<file path="src/rtl/audio_pkg.sv">
// Shared audio constants and types for the I2S speaker path.
// Optional build macro in speaker_ctrl: SPK_UNDERRUN_CNT_EN.
package audio_pkg;

    localparam int AUD_SAMPLE_W     = 16;
    localparam int AUD_SLOT_W       = 32;
    localparam int AUD_CLK_PER_SCK  = 16;
    localparam int AUD_CLK_PER_MCLK = 4;

    localparam int AUD_FRAME_CNT = 2 * AUD_SLOT_W * AUD_CLK_PER_SCK;
    localparam int AUD_CNT_W     = $clog2(AUD_FRAME_CNT);

    localparam int AUD_MCLK_BIT  = $clog2(AUD_CLK_PER_MCLK) - 1;
    localparam int AUD_SCK_BIT   = $clog2(AUD_CLK_PER_SCK) - 1;
    localparam int AUD_BIDX_LSB  = $clog2(AUD_CLK_PER_SCK);
    localparam int AUD_LRCK_BIT  = AUD_CNT_W - 1;

    typedef enum logic {
        SPK_EMPTY  = 1'b0,
        SPK_LOADED = 1'b1
    } spk_state_e;

endpackage

</file>
<file path="src/rtl/i2s_clk_gen.sv">
// Free-running frame counter with registered MCLK/SCK/LRCK.
// Strobes describe the cycle about to begin so outputs move in step with SCK.
module i2s_clk_gen
    import audio_pkg::*;
#(
    parameter int SLOT_W       = AUD_SLOT_W,
    parameter int CLK_PER_SCK  = AUD_CLK_PER_SCK,
    parameter int CLK_PER_MCLK = AUD_CLK_PER_MCLK,
    parameter int BIDX_W       = $clog2(SLOT_W)
) (
    input  logic              clk,
    input  logic              rst,
    output logic              audio_mclk,
    output logic              audio_sck,
    output logic              audio_lrck,
    output logic [BIDX_W-1:0] bidx,
    output logic              slot_r,
    output logic              sck_fall,
    output logic              frame_end
);

    localparam int FRAME    = 2 * SLOT_W * CLK_PER_SCK;
    localparam int CNT_W    = $clog2(FRAME);
    localparam int MCLK_BIT = $clog2(CLK_PER_MCLK) - 1;
    localparam int SCK_LSB  = $clog2(CLK_PER_SCK);

    logic [CNT_W-1:0] cnt;
    logic [CNT_W-1:0] cnt_nxt;

    assign frame_end = (cnt == CNT_W'(FRAME - 1));
    assign cnt_nxt   = frame_end ? '0 : cnt + 1'b1;

    assign sck_fall = (cnt_nxt[SCK_LSB-1:0] == '0);
    assign bidx     = cnt_nxt[CNT_W-2:SCK_LSB];
    assign slot_r   = cnt_nxt[CNT_W-1];

    // Clock outputs track cnt exactly, but come straight from flops.
    always_ff @(posedge clk or posedge rst) begin
        if (rst) begin
            cnt        <= '0;
            audio_mclk <= 1'b0;
            audio_sck  <= 1'b0;
            audio_lrck <= 1'b0;
        end else begin
            cnt        <= cnt_nxt;
            audio_mclk <= cnt_nxt[MCLK_BIT];
            audio_sck  <= cnt_nxt[SCK_LSB-1];
            audio_lrck <= cnt_nxt[CNT_W-1];
        end
    end

endmodule

</file>
<file path="src/rtl/speaker_ctrl.sv">
// I2S transmitter for the Pmod I2S DAC: handshake, frame regs, serializer.
// Define SPK_UNDERRUN_CNT_EN to add underrun_cnt/clear_cnt.
module speaker_ctrl
    import audio_pkg::*;
#(
    parameter int SAMPLE_W     = AUD_SAMPLE_W,
    parameter int SLOT_W       = AUD_SLOT_W,
    parameter int CLK_PER_SCK  = AUD_CLK_PER_SCK,
    parameter int CLK_PER_MCLK = AUD_CLK_PER_MCLK
) (
    input  logic                clk,
    input  logic                rst,
`ifdef SPK_UNDERRUN_CNT_EN
    input  logic                clear_cnt,
    output logic [15:0]         underrun_cnt,
`endif
    input  logic                enable,
    input  logic [SAMPLE_W-1:0] audio_left,
    input  logic [SAMPLE_W-1:0] audio_right,
    input  logic                sample_valid,
    output logic                sample_ready,
    output logic                frame_start,
    output logic                underrun,
    output logic                audio_mclk,
    output logic                audio_lrck,
    output logic                audio_sck,
    output logic                audio_sdin
);

    localparam int BIDX_W = $clog2(SLOT_W);
    localparam int SEL_W  = $clog2(SAMPLE_W);

    logic [BIDX_W-1:0]   bidx;
    logic                slot_r;
    logic                sck_fall;
    logic                frame_end;
    spk_state_e          state;
    logic                full;
    logic                take;
    logic [SAMPLE_W-1:0] hold_l, hold_r;
    logic [SAMPLE_W-1:0] frame_l, frame_r;
    logic [SAMPLE_W-1:0] word;
    logic [SEL_W-1:0]    sel;
    logic                sdin_nxt;

    i2s_clk_gen #(
        .SLOT_W       (SLOT_W),
        .CLK_PER_SCK  (CLK_PER_SCK),
        .CLK_PER_MCLK (CLK_PER_MCLK),
        .BIDX_W       (BIDX_W)
    ) u_clk_gen (
        .clk        (clk),
        .rst        (rst),
        .audio_mclk (audio_mclk),
        .audio_sck  (audio_sck),
        .audio_lrck (audio_lrck),
        .bidx       (bidx),
        .slot_r     (slot_r),
        .sck_fall   (sck_fall),
        .frame_end  (frame_end)
    );

    assign full         = (state == SPK_LOADED);
    assign sample_ready = ~full;
    assign take         = sample_valid & ~full;

    // Slot bit 0 is the I2S one-bit delay; bits past the sample pad with 0.
    always_comb begin
        word     = slot_r ? frame_r : frame_l;
        sel      = SEL_W'(SAMPLE_W - int'(bidx));
        sdin_nxt = 1'b0;
        if (bidx != '0 && int'(bidx) <= SAMPLE_W)
            sdin_nxt = word[sel];
    end

    always_ff @(posedge clk or posedge rst) begin
        if (rst) begin
            state       <= SPK_EMPTY;
            hold_l      <= '0;
            hold_r      <= '0;
            frame_l     <= '0;
            frame_r     <= '0;
            frame_start <= 1'b0;
            underrun    <= 1'b0;
            audio_sdin  <= 1'b0;
        end else begin
            frame_start <= frame_end;
            underrun    <= frame_end & ~full;
            if (sck_fall)
                audio_sdin <= sdin_nxt;
            if (take) begin
                hold_l <= audio_left;
                hold_r <= audio_right;
            end
            // A starved frame replays the last pair; mute forces zeros.
            if (frame_end) begin
                frame_l <= enable ? (full ? hold_l : frame_l) : '0;
                frame_r <= enable ? (full ? hold_r : frame_r) : '0;
            end
            unique case (state)
                SPK_EMPTY:  if (sample_valid) state <= SPK_LOADED;
                SPK_LOADED: if (frame_end) state <= SPK_EMPTY;
                default:    state <= SPK_EMPTY;
            endcase
        end
    end

`ifdef SPK_UNDERRUN_CNT_EN
    always_ff @(posedge clk or posedge rst) begin
        if (rst)
            underrun_cnt <= '0;
        else if (clear_cnt)
            underrun_cnt <= '0;
        else if (underrun && underrun_cnt != 16'hFFFF)
            underrun_cnt <= underrun_cnt + 16'd1;
    end
`endif

endmodule

</file>
<file path="config.mk">
export PLATFORM = sky130hd
export DESIGN_NAME = speaker_ctrl
export DESIGN_NICKNAME = d
export VERILOG_FILES = /design/src/rtl/audio_pkg.sv /design/src/rtl/i2s_clk_gen.sv /design/src/rtl/speaker_ctrl.sv
export SDC_FILE = /design/constraint.sdc
export NUM_CORES = 1
export LEC_CHECK = 0
export ABC_AREA = 1
export BUFFER_PORTS_ARGS = -buffer_cell sky130_fd_sc_hd__buf_2
export CAP_MARGIN = 40
export CORE_ASPECT_RATIO = 0.5
export CORE_MARGIN = 2
export CORE_UTILIZATION = 45
export DETAILED_ROUTE_END_ITERATION = 7
export MAX_ROUTING_LAYER = met4
export PLACE_DENSITY = 0.66
export SLEW_MARGIN = 20
export SYNTH_ARGS = -nofsm -noshare
export SYNTH_HDL_FRONTEND = slang
export SYNTH_SLANG_ARGS = --single-unit
</file>
<file path="constraint.sdc">
create_clock -name clk -period 3.3 [get_ports clk]
set_input_delay 0.66 -clock clk [delete_from_list [all_inputs] [get_ports clk]]
set_output_delay 0.66 -clock clk [all_outputs]
set_load 0.02 [all_outputs]
</file>
; ---- Yosys cells after proc, flatten, opt, wreduce, memory -nomap -nowiden
; Cells that the tools add are included.
[totals]
regBits = 81
output_inout_bits = 7
inputBits = 36
[classes]
n_lt_le_gt_ge = 2
eq_ne = 2
mux = 12
n_bitwise = 3
n_addsub = 2
n_reduce_logical = 4
[ops]
columns = op, n
row1 = $mux W16, 5
row2 = $add A10 B1 Y10 const B, 1
row3 = $eq A10 B10 Y1 const B, 1
row4 = $mux W10, 1
row5 = $le A5 B5 Y1 const B, 1
row6 = $lt A4 B5 Y1 const B, 1
row7 = $reduce_bool A5 Y1, 1
row8 = $bmux W1 S4, 1
row9 = $logic_not A4 Y1, 1
row10 = $mux W1, 4
row11 = $sub A1 B4 Y4 const A, 1
row12 = $and A1 B1 Y1, 2
row13 = $ne A2 B1 Y1 const B, 1
row14 = $pmux W1 S2, 1
row15 = $reduce_and A2 Y1, 1
row16 = $logic_and A1 B1 Y1, 1
row17 = $not A1 Y1, 1

; ---- Depth between registers and ports, before layout
[depth]
word_depth = 6
mapped_depth = 16
depth_no_buf = 16

; ---- By module
; Synthesis repeated with hierarchy kept, for this count alone.
[hier_totals]
cells_unflattened = 368
area_unflattened_um2 = 3578.4
[modules_own_cells]
columns = mod, seq_area_each_um2, cells_each, instances, area_per_inst_um2
row1 = speaker_ctrl, 1701.6, 300, 1, 3017.9
row2 = i2s_clk_gen, 250.2, 68, 1, 560.5

; ---- Worst setup path after synthesis
; No wires, ideal clock.
[synth_path]
path_kind = register to register
from = register u_clk_gen.cnt[1]
to = register audio_sdin
slack_ps = 1061
period_less_slack_ps = 2239
required_time_ps = 3183
path_stages_with_launch = 15
arrival_time_ps = 2121
n_path_buf = 0
setup_time_ps = 117
path_cell_list = dfrtp_1 -> ha_1 -> nand2_1 -> nor2_4 -> nand3b_4 -> nand3_1 -> ha_1 -> inv_1 -> nand3_1 -> nand3_1 -> nand2_1 -> nand2_1 -> nand3_1 -> nand3_1 -> nand2_1
[synth_between]
elab_chain_len = 6
word_cells_on_any_way = 12
[synth_lines]
columns = item, line
row1 = start: declaration, i2s_clk_gen.sv:27  ; logic [CNT_W-1:0] cnt;
row2 = start signal: assignment, i2s_clk_gen.sv:45  ; cnt <= cnt_nxt;
row3 = $add A10 B1 Y10 or $eq A10 B10 Y1 (tied branches), "i2s_clk_gen.sv:31, i2s_clk_gen.sv:30"
row4 = $mux W10 *, i2s_clk_gen.sv:31  ; assign cnt_nxt = frame_end ? '0 : cnt + 1'b1;
row5 = $sub A1 B4 Y4 or $mux W16 (tied branches), "speaker_ctrl.sv:70, speaker_ctrl.sv:69"
row6 = $bmux W1 S4, speaker_ctrl.sv:73  ; sdin_nxt = word[sel];
row7 = $mux W1 (implied by the code), speaker_ctrl.sv:73
row8 = $mux W1, speaker_ctrl.sv:72  ; if (bidx != '0 && int'(bidx) <= SAMPLE_W)
row9 = end signal: assignment, speaker_ctrl.sv:90  ; audio_sdin <= sdin_nxt;
row10 = end: declaration, speaker_ctrl.sv:27  ; output logic audio_sdin
; Mark *: on every way between the ends. The rest lies on a longest branch, timed or not. The select of a mux whose other input is x is not followed.
; A chain may end at the register's enable or synchronous reset.

; ---- Final worst setup path
[layout_path]
from = register u_clk_gen.cnt[0]
to = register audio_sdin
; Same word-level chain as after synthesis.

==> run_results.csv <==
group,metric,value,unit
run_status,run_status,"finished, final reports clean",
logic_synthesis,ys_ff_latch,78,
finish,synthToLayoutAreaGrowth,17.0,%
drt,vias,2577,
power,irDropWorstVdd,0.000256,V
logic_synthesis,ys_seq_area_share,53.9,%
setup_path,ff2ff_path_depth,14,
drt,drt_pass1_iterations,5,
grt,grt_overflow_total,0,
sta,hold_viol,0,
setup_path,critPathKind,"register to register",
clock_tree,cts_root_buf,"clkbuf_16",
power,p_per_area,487,nW/um2
placed_design,io_buffers,42,
sta,fmax,401,MHz
clock_tree,cts_max_level,3,
drt,vias_per_cell,4.95,
logic_synthesis,ys_warn_count,0,
die,rows,23,
finish,nFillCells,724,
drt,wl_per_cell,14.0,um
power,p_total,2060,uW
logic_synthesis,syn_area,3620,um2
logic_synthesis,synth_top_area_cell,"dfrtp_1",
setup_path,arrival,2720,ps
die,dieArea,8820,um2
sta,report.final.slew_viol_count,0,
finish,fin_area,4230,um2
die,core,7910,um2
clock_tree,clk_pin_slew,60,ps
logic_synthesis,synth.top_cell.area_share,53.9,%
drt,drc,0,
die,initial_core_util,45.7,%
sta,period_minus_slack,2490,ps
clock_tree,cts_tree,"built",
grt,grt_pass1_vias,2380,
logic_synthesis,synth.area.top_cells,"dfrtp_1, mux2_2, nand3_1, inv_1, o21ai_0",
finish,drive_above_1_share,26.2,%
logic_synthesis,syn_inst,365,
grt,grt_usage,19.4,%
grt,grt_pass1_wl,12.2,mm
sta,tns,0,ps
setup_path,crit_fanout,16,
drt,drt_iter0_drc,125,
logic_synthesis,synth_area_per_cell,9.92,um2
clock_tree,cts_sinks,78,
finish,fin_util,53.5,%
grt,grt_max_degree,57,
sta,grt_setup_unrepaired,"false",
placed_design,hpwl,5.05,mm
grt,grt_antenna_before_repair,0,
sta,post-route-period-util,75.5,%
job,maxCapViolations,0,
die,die_h,67.4,um
logic_synthesis,synth_nets,404,
clock_tree,clk-insertion-delay-late,340,ps
finish,nNetsFinal,443,
clock_tree,cts_hold_buffers,0,
placed_design,finalWeightedCongestion,0.910,
setup_path,end_kind,"register",
power,power.leakage,0.00209,uW
clock_tree,clockBufferDepth,2,
sta,setup_violations,0,
clock_tree,cts_post_setup_buffers_inserted,0,
die,dieWidth,131,um
sta,finalClockSkew,6.56,ps
clock_tree,cts.repair.resized,0,
placed_design,place_area,3910,um2
logic_synthesis,ys_types,29,
drt,detail-route-antenna-nets,0,
drt,wirelength,7.29,mm
finish,antenna_cells,0,
die,io_pins,43,
setup_path,cp-start-kind,"register",
clock_tree,cts_buffers,9,
sta,worst_slew_pin_slew,707,ps
sta,timing.slew.headroom,52.8,%
worst_hold_path,worstHoldPathType,"primary input to asynchronous set/reset pin",
setup_path,cp.required,3530,ps
[worst paths after layout]
| check | startpoint | endpoint | slack (ps) |
|---|---|---|---|
| worst max-delay path | u_clk_gen.cnt[0] | audio_sdin | 810 |
| worst min-delay path | rst | u_clk_gen.cnt[3] | 440 |
| worst max register to register | u_clk_gen.cnt[0] | audio_sdin | 810 |
| worst min register to register | full | underrun | 450 |
| max in group asynchronous | rst | hold_r[8] | 2170 |
| min in group clk | full | underrun | 450 |
[stage by stage]
step,setup WS (ps),cells,hold slack (ps)
6_report,807,521,438
5_1_grt,553,521,480
4_1_cts,797,521,448
3_5_place_dp,815,505,426
3_3_place_gp,853,505,438
2_1_floorplan,645,365,403
[flip-flops by register name (all words and copies together) (netlist names), 9 cells and up]
register and cells:
u_clk_gen.cnt 9, frame_l 16, hold_l 16, frame_r 16
hold_r 16
[synthesized netlist by cell type, drive strengths merged]
| library cell | n |
|---|---|
| or2 | 3 |
| a21oi | 1 |
| dfrtp | 78 |
| nand3b | 1 |
| mux2 | 32 |
| nor3 | 1 |
| nand4 | 12 |
| nor2 | 15 |
| ha | 3 |
| nand2 | 44 |
| nand3 | 67 |
| xnor2 | 2 |
| clkbuf | 4 |
| o21ai | 33 |
| xor2 | 4 |
| inv | 52 |
| buf | 13 |
[cells in the final DEF, fill, tap and decap left out, types with 9 or more instances in the layout]
cell type and n:
nand4_1 12, inv_1 50, nor2_1 13, clkbuf_16 9
nand2_1 42, mux2_2 32, buf_2 42, dfrtp_1 78
nand3_1 64, o21ai_0 32
[area by class of cell]
type | count | area [um2] | area share [%]
Clock buffer | 11 | 243 | 5.73
Clock inverter | 5 | 82.6 | 1.95
Inverter | 52 | 195 | 4.61
Multi-Input combinational cell | 218 | 1380 | 32.5
Sequential cell | 78 | 1950 | 46.1
Tap cell | 112 | 140 | 3.31
Timing Repair Buffer | 45 | 245 | 5.79
[worst max-delay path, stage by stage (launching register included)]
cell and delay [ps]:
dfrtp_1 400, ha_1 190, nand2_1 100, nor2_4 190
nand3b_4 240, nand3_1 210, ha_1 340, inv_1 220
nand3_1 110, nand3_1 90, nand2_1 50, nand2_1 50
nand3_1 70, nand3_1 90, nand2_1 50
[metal layers]
metal  up-vias  GRT usage (%)  share of wire (%)
li1       1282              -                  -
met1      1245           27.6                 52
met2        43           25.9                 44
met3         7           5.78                3.5
met4         0           7.45               0.82
met5         -              -                  0
[report_power, final]
| group | switching (uW) | total [uW] | internal, uW |
|---|---|---|---|
| sequential | 0 | 957 | 957 |
| combinational | 30.3 | 47.6 | 17.3 |
| clock | 377 | 1060 | 682 |
[logic make-up (layout without fill, tap and decap cells)]
family / Yosys count / count (layout) / share of synthesized area (%)
buffers and inverters: 69 / 113 / 8.05
multiplexers: 32 / 32 / 9.96
XOR/XNOR: 6 / 6 / 1.97
flip-flops: 78 / 78 / 53.9
adder cells (fa/ha/maj): 3 / 3 / 1.04
AO/OA/AOI/OAI: 34 / 34 / 5.01
AND/OR/NAND/NOR: 143 / 143 / 20.0
No activity file was read; power rests on OpenSTA's default activity.
